<file path="config.mk">
export PLATFORM = sky130hd
export DESIGN_NAME = mem_access_ctrl
export DESIGN_NICKNAME = d
export VERILOG_FILES = /design/src/rtl/mem_access_ctrl.sv
export SDC_FILE = /design/constraint.sdc
export NUM_CORES = 1
export LEC_CHECK = 0
export CAP_MARGIN = 20
export CORE_MARGIN = 1.5
export CORE_UTILIZATION = 30
export DETAILED_ROUTE_END_ITERATION = 7
export PLACE_DENSITY = 0.64
export SLEW_MARGIN = 20
export SYNTH_ARGS = -nofsm -noshare
export SYNTH_HDL_FRONTEND = slang
export SYNTH_SLANG_ARGS = --single-unit
</file>
<file path="constraint.sdc">
create_clock -name clk -period 4.85 [get_ports clk]
set_input_delay 0.97 -clock clk [delete_from_list [all_inputs] [get_ports clk]]
set_output_delay 0.97 -clock clk [all_outputs]
set_load 0.005 [all_outputs]
</file>
<file path="src/rtl/mem_access_ctrl.sv">
// Data-memory access controller for the pipeline MEM stage: aligned word/half/byte
// loads and stores against a synchronous-read RAM, with read-modify-write for sub-word stores.
module mem_access_ctrl #(
  parameter int ADDR_W = 8
) (
  input  logic              clk,
  input  logic              rst_n,
  input  logic              req,
  input  logic              wr,
  input  logic              w,
  input  logic              h,
  input  logic              b,
  input  logic              z,
  input  logic [31:0]       addr,
  input  logic [31:0]       wdata,
  output logic [31:0]       rdata,
  output logic              stall,
  output logic              done,
  output logic              addr_err,
  output logic              ram_ena,
  output logic              ram_wena,
  output logic [ADDR_W-1:0] ram_addr,
  output logic [31:0]       ram_wdata,
  input  logic [31:0]       ram_rdata
);

  typedef enum logic [2:0] {
    IDLE,
    RD,
    CAP,
    WR,
    DONE
  } state_t;

  state_t state, state_nx;

  logic              op_wr, op_w, op_h, op_z, op_err;
  logic [ADDR_W+1:0] op_addr;
  logic [31:0]       wbuf;
  logic              req_err;
  logic [7:0]        lane_b;
  logic [15:0]       lane_h;
  logic [31:0]       load_val;
  logic [31:0]       merged;

  // Byte-address bits above the RAM's reach play no part in the access.
  logic unused_addr_hi;
  assign unused_addr_hi = ^addr[31:ADDR_W+2];

  always_comb begin
    req_err = 1'b1;
    case ({w, h, b})
      3'b100:  req_err = (addr[1:0] != 2'b00);
      3'b010:  req_err = addr[0];
      3'b001:  req_err = 1'b0;
      default: req_err = 1'b1;
    endcase
  end

  // Lane extraction and merge both work on the word the RAM presents during CAP.
  always_comb begin
    lane_b = ram_rdata[7:0];
    case (op_addr[1:0])
      2'd0:    lane_b = ram_rdata[7:0];
      2'd1:    lane_b = ram_rdata[15:8];
      2'd2:    lane_b = ram_rdata[23:16];
      default: lane_b = ram_rdata[31:24];
    endcase
    lane_h = op_addr[1] ? ram_rdata[31:16] : ram_rdata[15:0];

    if (op_w)
      load_val = ram_rdata;
    else if (op_h)
      load_val = op_z ? {16'h0000, lane_h} : {{16{lane_h[15]}}, lane_h};
    else
      load_val = op_z ? {24'h000000, lane_b} : {{24{lane_b[7]}}, lane_b};

    merged = ram_rdata;
    if (op_h) begin
      if (op_addr[1])
        merged[31:16] = wbuf[15:0];
      else
        merged[15:0] = wbuf[15:0];
    end else begin
      case (op_addr[1:0])
        2'd0:    merged[7:0]   = wbuf[7:0];
        2'd1:    merged[15:8]  = wbuf[7:0];
        2'd2:    merged[23:16] = wbuf[7:0];
        default: merged[31:24] = wbuf[7:0];
      endcase
    end
  end

  always_ff @(posedge clk or negedge rst_n) begin
    if (!rst_n)
      state <= IDLE;
    else
      state <= state_nx;
  end

  always_comb begin
    state_nx  = state;
    stall     = 1'b0;
    done      = 1'b0;
    addr_err  = 1'b0;
    ram_ena   = 1'b0;
    ram_wena  = 1'b0;
    ram_addr  = '0;
    ram_wdata = '0;

    case (state)
      IDLE: begin
        stall = req;
        if (req) begin
          if (req_err)
            state_nx = DONE;
          else if (wr && w)
            state_nx = WR;
          else
            state_nx = RD;
        end
      end
      RD: begin
        stall    = 1'b1;
        ram_ena  = 1'b1;
        ram_addr = op_addr[ADDR_W+1:2];
        state_nx = CAP;
      end
      CAP: begin
        stall    = 1'b1;
        ram_addr = op_addr[ADDR_W+1:2];
        state_nx = op_wr ? WR : DONE;
      end
      WR: begin
        stall     = 1'b1;
        ram_ena   = 1'b1;
        ram_wena  = 1'b1;
        ram_addr  = op_addr[ADDR_W+1:2];
        ram_wdata = wbuf;
        state_nx  = DONE;
      end
      DONE: begin
        done     = 1'b1;
        addr_err = op_err;
        ram_addr = op_addr[ADDR_W+1:2];
        state_nx = IDLE;
      end
      default: state_nx = IDLE;
    endcase
  end

  // wbuf carries the store data until CAP, then the merged word for sub-word stores.
  always_ff @(posedge clk or negedge rst_n) begin
    if (!rst_n) begin
      op_wr   <= 1'b0;
      op_w    <= 1'b0;
      op_h    <= 1'b0;
      op_z    <= 1'b0;
      op_err  <= 1'b0;
      op_addr <= '0;
      wbuf    <= '0;
      rdata   <= '0;
    end else begin
      case (state)
        IDLE: begin
          if (req) begin
            op_wr   <= wr;
            op_w    <= w;
            op_h    <= h;
            op_z    <= z;
            op_err  <= req_err;
            op_addr <= addr[ADDR_W+1:0];
            wbuf    <= wdata;
            if (req_err)
              rdata <= '0;
          end
        end
        CAP: begin
          if (op_wr)
            wbuf <= merged;
          else
            rdata <= load_val;
        end
        default: ;
      endcase
    end
  end

endmodule

</file>
# After elaboration in Yosys (flattened, before gate mapping)
# Index checks and enable logic that the tools add are counted.
[totals] register_bits=82 output_inout_bits=77 inputBits=104
[classes] n_reduce_logical=14 eq_ne=15 n_mux=33
[ops] operator="$mux 32" n=11
[ops] operator="$pmux 32 s2" n=2
[ops] operator="$mux 16" n=3
[ops] operator="$mux 8" n=5
[ops] operator="$pmux 8 s3" n=1
[ops] operator="$pmux 3 s4" n=1
[ops] operator="$eq 3x2->1 const B" n=3
[ops] operator="$mux 3" n=3
[ops] operator="$ne 2x2->1 const B" n=4
[ops] operator="$reduce_and 4->1" n=2
[ops] operator="$eq 3x1->1 const B" n=2
[ops] operator="$eq 3x3->1 const B" n=2
[ops] operator="$ne 3x3->1 const B" n=2
[ops] operator="$reduce_or 3->1" n=2
[ops] operator="$reduce_and 5->1" n=1
[ops] operator="$mux 1" n=4
[ops] operator="$reduce_bool 2->1" n=2
[ops] operator="$reduce_or 4->1" n=1
[ops] operator="$logic_not 3->1" n=1
[ops] operator="$pmux 1 s3" n=1
[ops] operator="$reduce_and 3->1" n=1
[ops] operator="$eq 2x1->1 const B" n=1
[ops] operator="$eq 2x2->1 const B" n=1
[ops] operator="$logic_not 2->1" n=1
[ops] operator="other kinds (5)" n=5

# Longest topological paths before layout
[logic_depth] ltp_word=7 depth_mapped=7 ltp_nobuf=4

# Least setup slack after synthesis
# OpenSTA, ideal clock, no wires.
[synth_path] path_kind="input-to-reg" startpoint="input port b" endpoint="register rdata[24]" path_buffers=1 path_stages=4 path_slack_ns=2.290 required_time_ns=4.786 setup_time_ns=0.064 arrival_ns=2.496 path_cell_list="or4b_2 > a31oi_2 > clkbuf_1 > a221o_2"
[synth_between] elab_chain_cells=4 word_cells_on_any_way=6 classes_between="4 x eq/ne; 1 x mux; 1 x reduce/logical"
[synth_rtl] element="start: declaration" line="12" source="input logic b,"
[synth_rtl] element="$eq 3x1->1, or another cell as far along" line="52" source="case ({w, h, b})"
[synth_rtl] element="$pmux 1 s3 (*)" line="52"
[synth_rtl] element="$ne 2x2->1 (no source line) (*)"
[synth_rtl] element="$reduce_and 4->1 (no source line) (*)"
[synth_rtl] element="end signal: assignment" line="182" source="rdata <= load_val;"
[synth_rtl] element="end: declaration" line="16" source="output logic [31:0] rdata,"
# Every way passes the cells marked *; elsewhere a longest branch is shown, timed or not.
# A chain may end at the register's enable or synchronous reset.

# Worst setup path in the final report
[layout_path] startpoint="register state[0]" endpoint="output port ram_addr[0]"
[layout_between] elab_chain_cells=3 word_cells_on_any_way=6 classes_between="4 x eq/ne; 1 x mux; 1 x reduce/logical"
[layout_rtl] element="start: declaration" line="35" source="state_t state, state_nx;"
[layout_rtl] element="start signal: assignment" line="98" source="state <= state_nx;"
[layout_rtl] element="$eq 3x2->1, or another cell as far along" line="111" source="case (state)"
[layout_rtl] element="$reduce_or 4->1 (no source line) (*)"
[layout_rtl] element="$mux 8 (*)" line="111"
[layout_rtl] element="end: declaration" line="22" source="output logic [ADDR_W-1:0] ram_addr,"
# Marked as above.

==> metrics list <==
- Worst clock skew: 8.08 ps
- Half-perimeter wire length after placement: 11,500 um
- Row cnt: 45
- The clock tree synthesis step divided the H-tree into 3 levels.
- Sequential cell area: slightly above 2000 um^2
* Area fraction of the dominant cell type after synthesis: between 40% and 50%
- Most frequent cells after synthesis: dfrtp_1, nand2_1, and3_1, clkbuf_1, nor2_1
- The tightest hold path in the finished design has a slack of 471 ps.
* Largest buffer count on any clock path: 2
- Of the cells placed in the final design, the portion with a size suffix greater than 1 is 10.6%.
* Final setup violation count: 0
- Number of diodes added for antenna fixing: 0
- The worst pin sits at a relative slew slack of between 30% and 40%.
- Setup bufs post-CTS: 0
- Once the floorplan was initialized, standard cells occupied 30.5% of the core.
* Placer Congestion: ~0.83
- Highest clock rate: approximately 290 MHz
* #FFs+latches synth: 82
- The number of clock buffers added by TritonCTS is 9.
- Worst setup EP type: output pin
- Measured along the x axis, the die boundary spans 127 um.
* Largest net degree at the start of global routing: 83
- The filler cells instantiated in the layout total 1,483.
- The most used flip-flop cell after synthesis is dfrtp_1.
* Count of port buffers added during placement: 158
- Summed over all instances, the cell type with the most area after synthesis is dfrtp_1.
- Overall die height: 127 um
* Hold path depth: 2
- Met3 layer wire length in the routed design: 1030 um
* Cell area after technology mapping: 4610 um^2
* Multi-input combinational cell area: 2350 um^2
- STA puts the critical path data arrival time at 2500 ps.
- Number of instances in the synthesized netlist: between 400 and 500
- Root Driver: clkbuf_16
* Total count of max-transition violations in the final report: 0
- 181 I/O pins were placed.
- Count of antenna-violating nets left after detailed routing: 0
- Each instance of the synthesized netlist takes up on average roughly 9.5 um^2.
- Top post-synthesis cells by area: dfrtp_1, and3_1, mux2_2, nand2_1, mux2i_1
* Global Route Usage Sum: 19.8%
- For this run, design rule violations remaining after detail routing come to 0.
- The final layout contains 723 nets.
- The number of hold-slack violations in the final timing report was 0.
* Max-cap violations: 0
* Clock net sink count: 82
- The routed design has 16,000 um of wire.
- For this design the ratio of total power to cell area is between 500 and 600 nW/um^2.
* First-pass GRT wire length: 24,500 um
* TritonCTS clock tree: yes
- Average wire length per cell after detail routing: 19.7 um
* Static leakage: 0.00282 uW
* Pin slew with the least headroom to its limit: 994 ps
- The via count of the first global-routing pass was 4,299.
- Clock slew at reported path FFs: 60 ps
- The number of cells on the worst reg-to-reg path is 4.
- Resize count post-CTS: 0
- Critical path startpoint category: flip-flop
- Counting every net in the synthesized netlist gives 588.
- The highest metal layer carrying signal wires in the routed design is met4.
- Number of detailed-routing iterations run before antenna repair: 4
- The floorplan step defined a die boundary enclosing 16,100 um^2.
- In the routed layout, each cell is associated on average with a via count of 5.49.
- Global routing finished with a remaining overflow of 0.
- The detailed router finished its first iteration with between 300 and 400 violations.
- Hold crit path type: flip-flop to flip-flop
* Count of cell types in the netlist: 45
- Final cell utilization of the core: between 40% and 50%
* Initial antenna violation count: 0
- Later-pin clock latency in the skew report: 350 ps
- Status: finished clean
* Classification of the worst setup path: flip-flop to output pin
- Via count: 4,461
- In this run, synthesis inferred 0 flip-flops with an integrated enable.
- IR analysis of the VDD net gives a maximum drop of 202 uV.
* Part of the Yosys area used for sequential elements: 44.5%
- Setup repair after global routing left no endpoint under its margin.
- Summed over all failing endpoints, the final setup total negative slack is 0 ps.
- Portion of the clock cycle consumed by the worst path in the final layout: about 71%
* Synth async-reset ratio: 100%
- Most instantiated library cell after synthesis: dfrtp_1
* Metal-1 WL: 7170 um
- At the worst endpoint, the required time is 3880 ps.
- Relative to the synthesized area, the layout overhead comes to 44.0%.
* Routed length on met2: about 7400 um
* Core area: 15,100 um^2
- In this run the worst path has a maximum fanout of 41.
* Yosys warns: 0
- After layout, the minimum clock period comes to 3470 ps.
* Hold-fix buffers, CTS: 0
-- cell type report --
type	instances	share of cell area, %
Multi-Input combinational cell	353	35.5
Sequential cell	82	30.9
Timing Repair Buffer	167	24.9
Clock buffer	11	3.66
Tap cell	188	3.55
Clock inverter	5	1.17
Inverter	6	0.339
-- routing by layer --
layer | vias up | global-route usage, %
met5 | - | 0
met4 | 0 | 7.55
met3 | 26 | 5.02
met2 | 183 | 30.6
met1 | 2181 | 26.6
li1 | 2071 | -
-- power breakdown --
part	leakage [uW]	total [uW]	switching [uW]	internal (uW)
clock	0.000156	746	283	463
combinational	0.00164	1600	755	849
sequential	0.00102	1340	335	1000
total	0.00282	3690	1370	2310
-- worst paths after layout --
check	end	slack, ps	start
setup / recovery	ram_addr[0]	1380	state[0]$_DFFE_PN0N_
hold / removal	wbuf[31]$_DFFE_PN0P_	470	wbuf[31]$_DFFE_PN0P_
setup reg to reg	rdata[22]$_DFFE_PN0P_	1870	state[0]$_DFFE_PN0N_
hold reg to reg	wbuf[31]$_DFFE_PN0P_	470	wbuf[31]$_DFFE_PN0P_
max in group asynchronous	state[0]$_DFFE_PN0N_	3600	rst_n
min in group asynchronous	rdata[24]$_DFFE_PN0P_	670	rst_n
-- registers in the layout (all words and copies together) (netlist names) --
name,count
op_z,1
op_w,1
op_addr,10
state,3
op_wr,1
rdata,32
op_err,1
op_h,1
wbuf,32
-- metrics by stage --
stage	total power (uW)	setup WS (ps)	std cells	cell area, um^2
finish	3690	1380	812	6640
global route	3930	1150	812	6640
CTS	3690	1000	812	6630
detailed placement	2930	1380	796	6310
global placement	2880	1420	796	6310
floorplan	2190	2290	484	4610
-- placed cells by master, fill, tap and decap left out, drive strengths merged, types with 2 or more instances in the layout --
master	instances
a211oi	9
a21oi	15
a221o	24
a221oi	8
a22o	8
a311oi	6
a31oi	16
and2	15
and3	43
buf	10
bufinv	2
clkbuf	11
clkdlybuf4s50	157
clkinv	2
dfrtp	82
inv	6
mux2	21
mux2i	15
nand2	59
nand3	7
nor2	36
nor2b	10
nor3	4
nor3b	2
nor4b	2
o21ai	20
o221ai	2
o2bb2ai	2
o311a	2
o31ai	16
-- worst max-delay path: stages, from the launching register on --
cell and delay, ps:
dfrtp_2 750, nor2_1 200, xnor2_1 500, and2_1 210
clkdlybuf4s50_1 500
-- cell families (layout without fill, tap and decap cells) --
kind of cell              Yosys count  count (layout)  share of synthesized area [%]
and+or+nand+nor                   184             184                           20.3
AOI/OAI and AO/OA                 131             131                           21.6
DFF                                82              82                           44.5
buffers and inverters              49             189                           4.51
muxes                              37              37                           8.88
xor gates and xnor gates            1               1                          0.190
(Power assumes the default switching activity.)
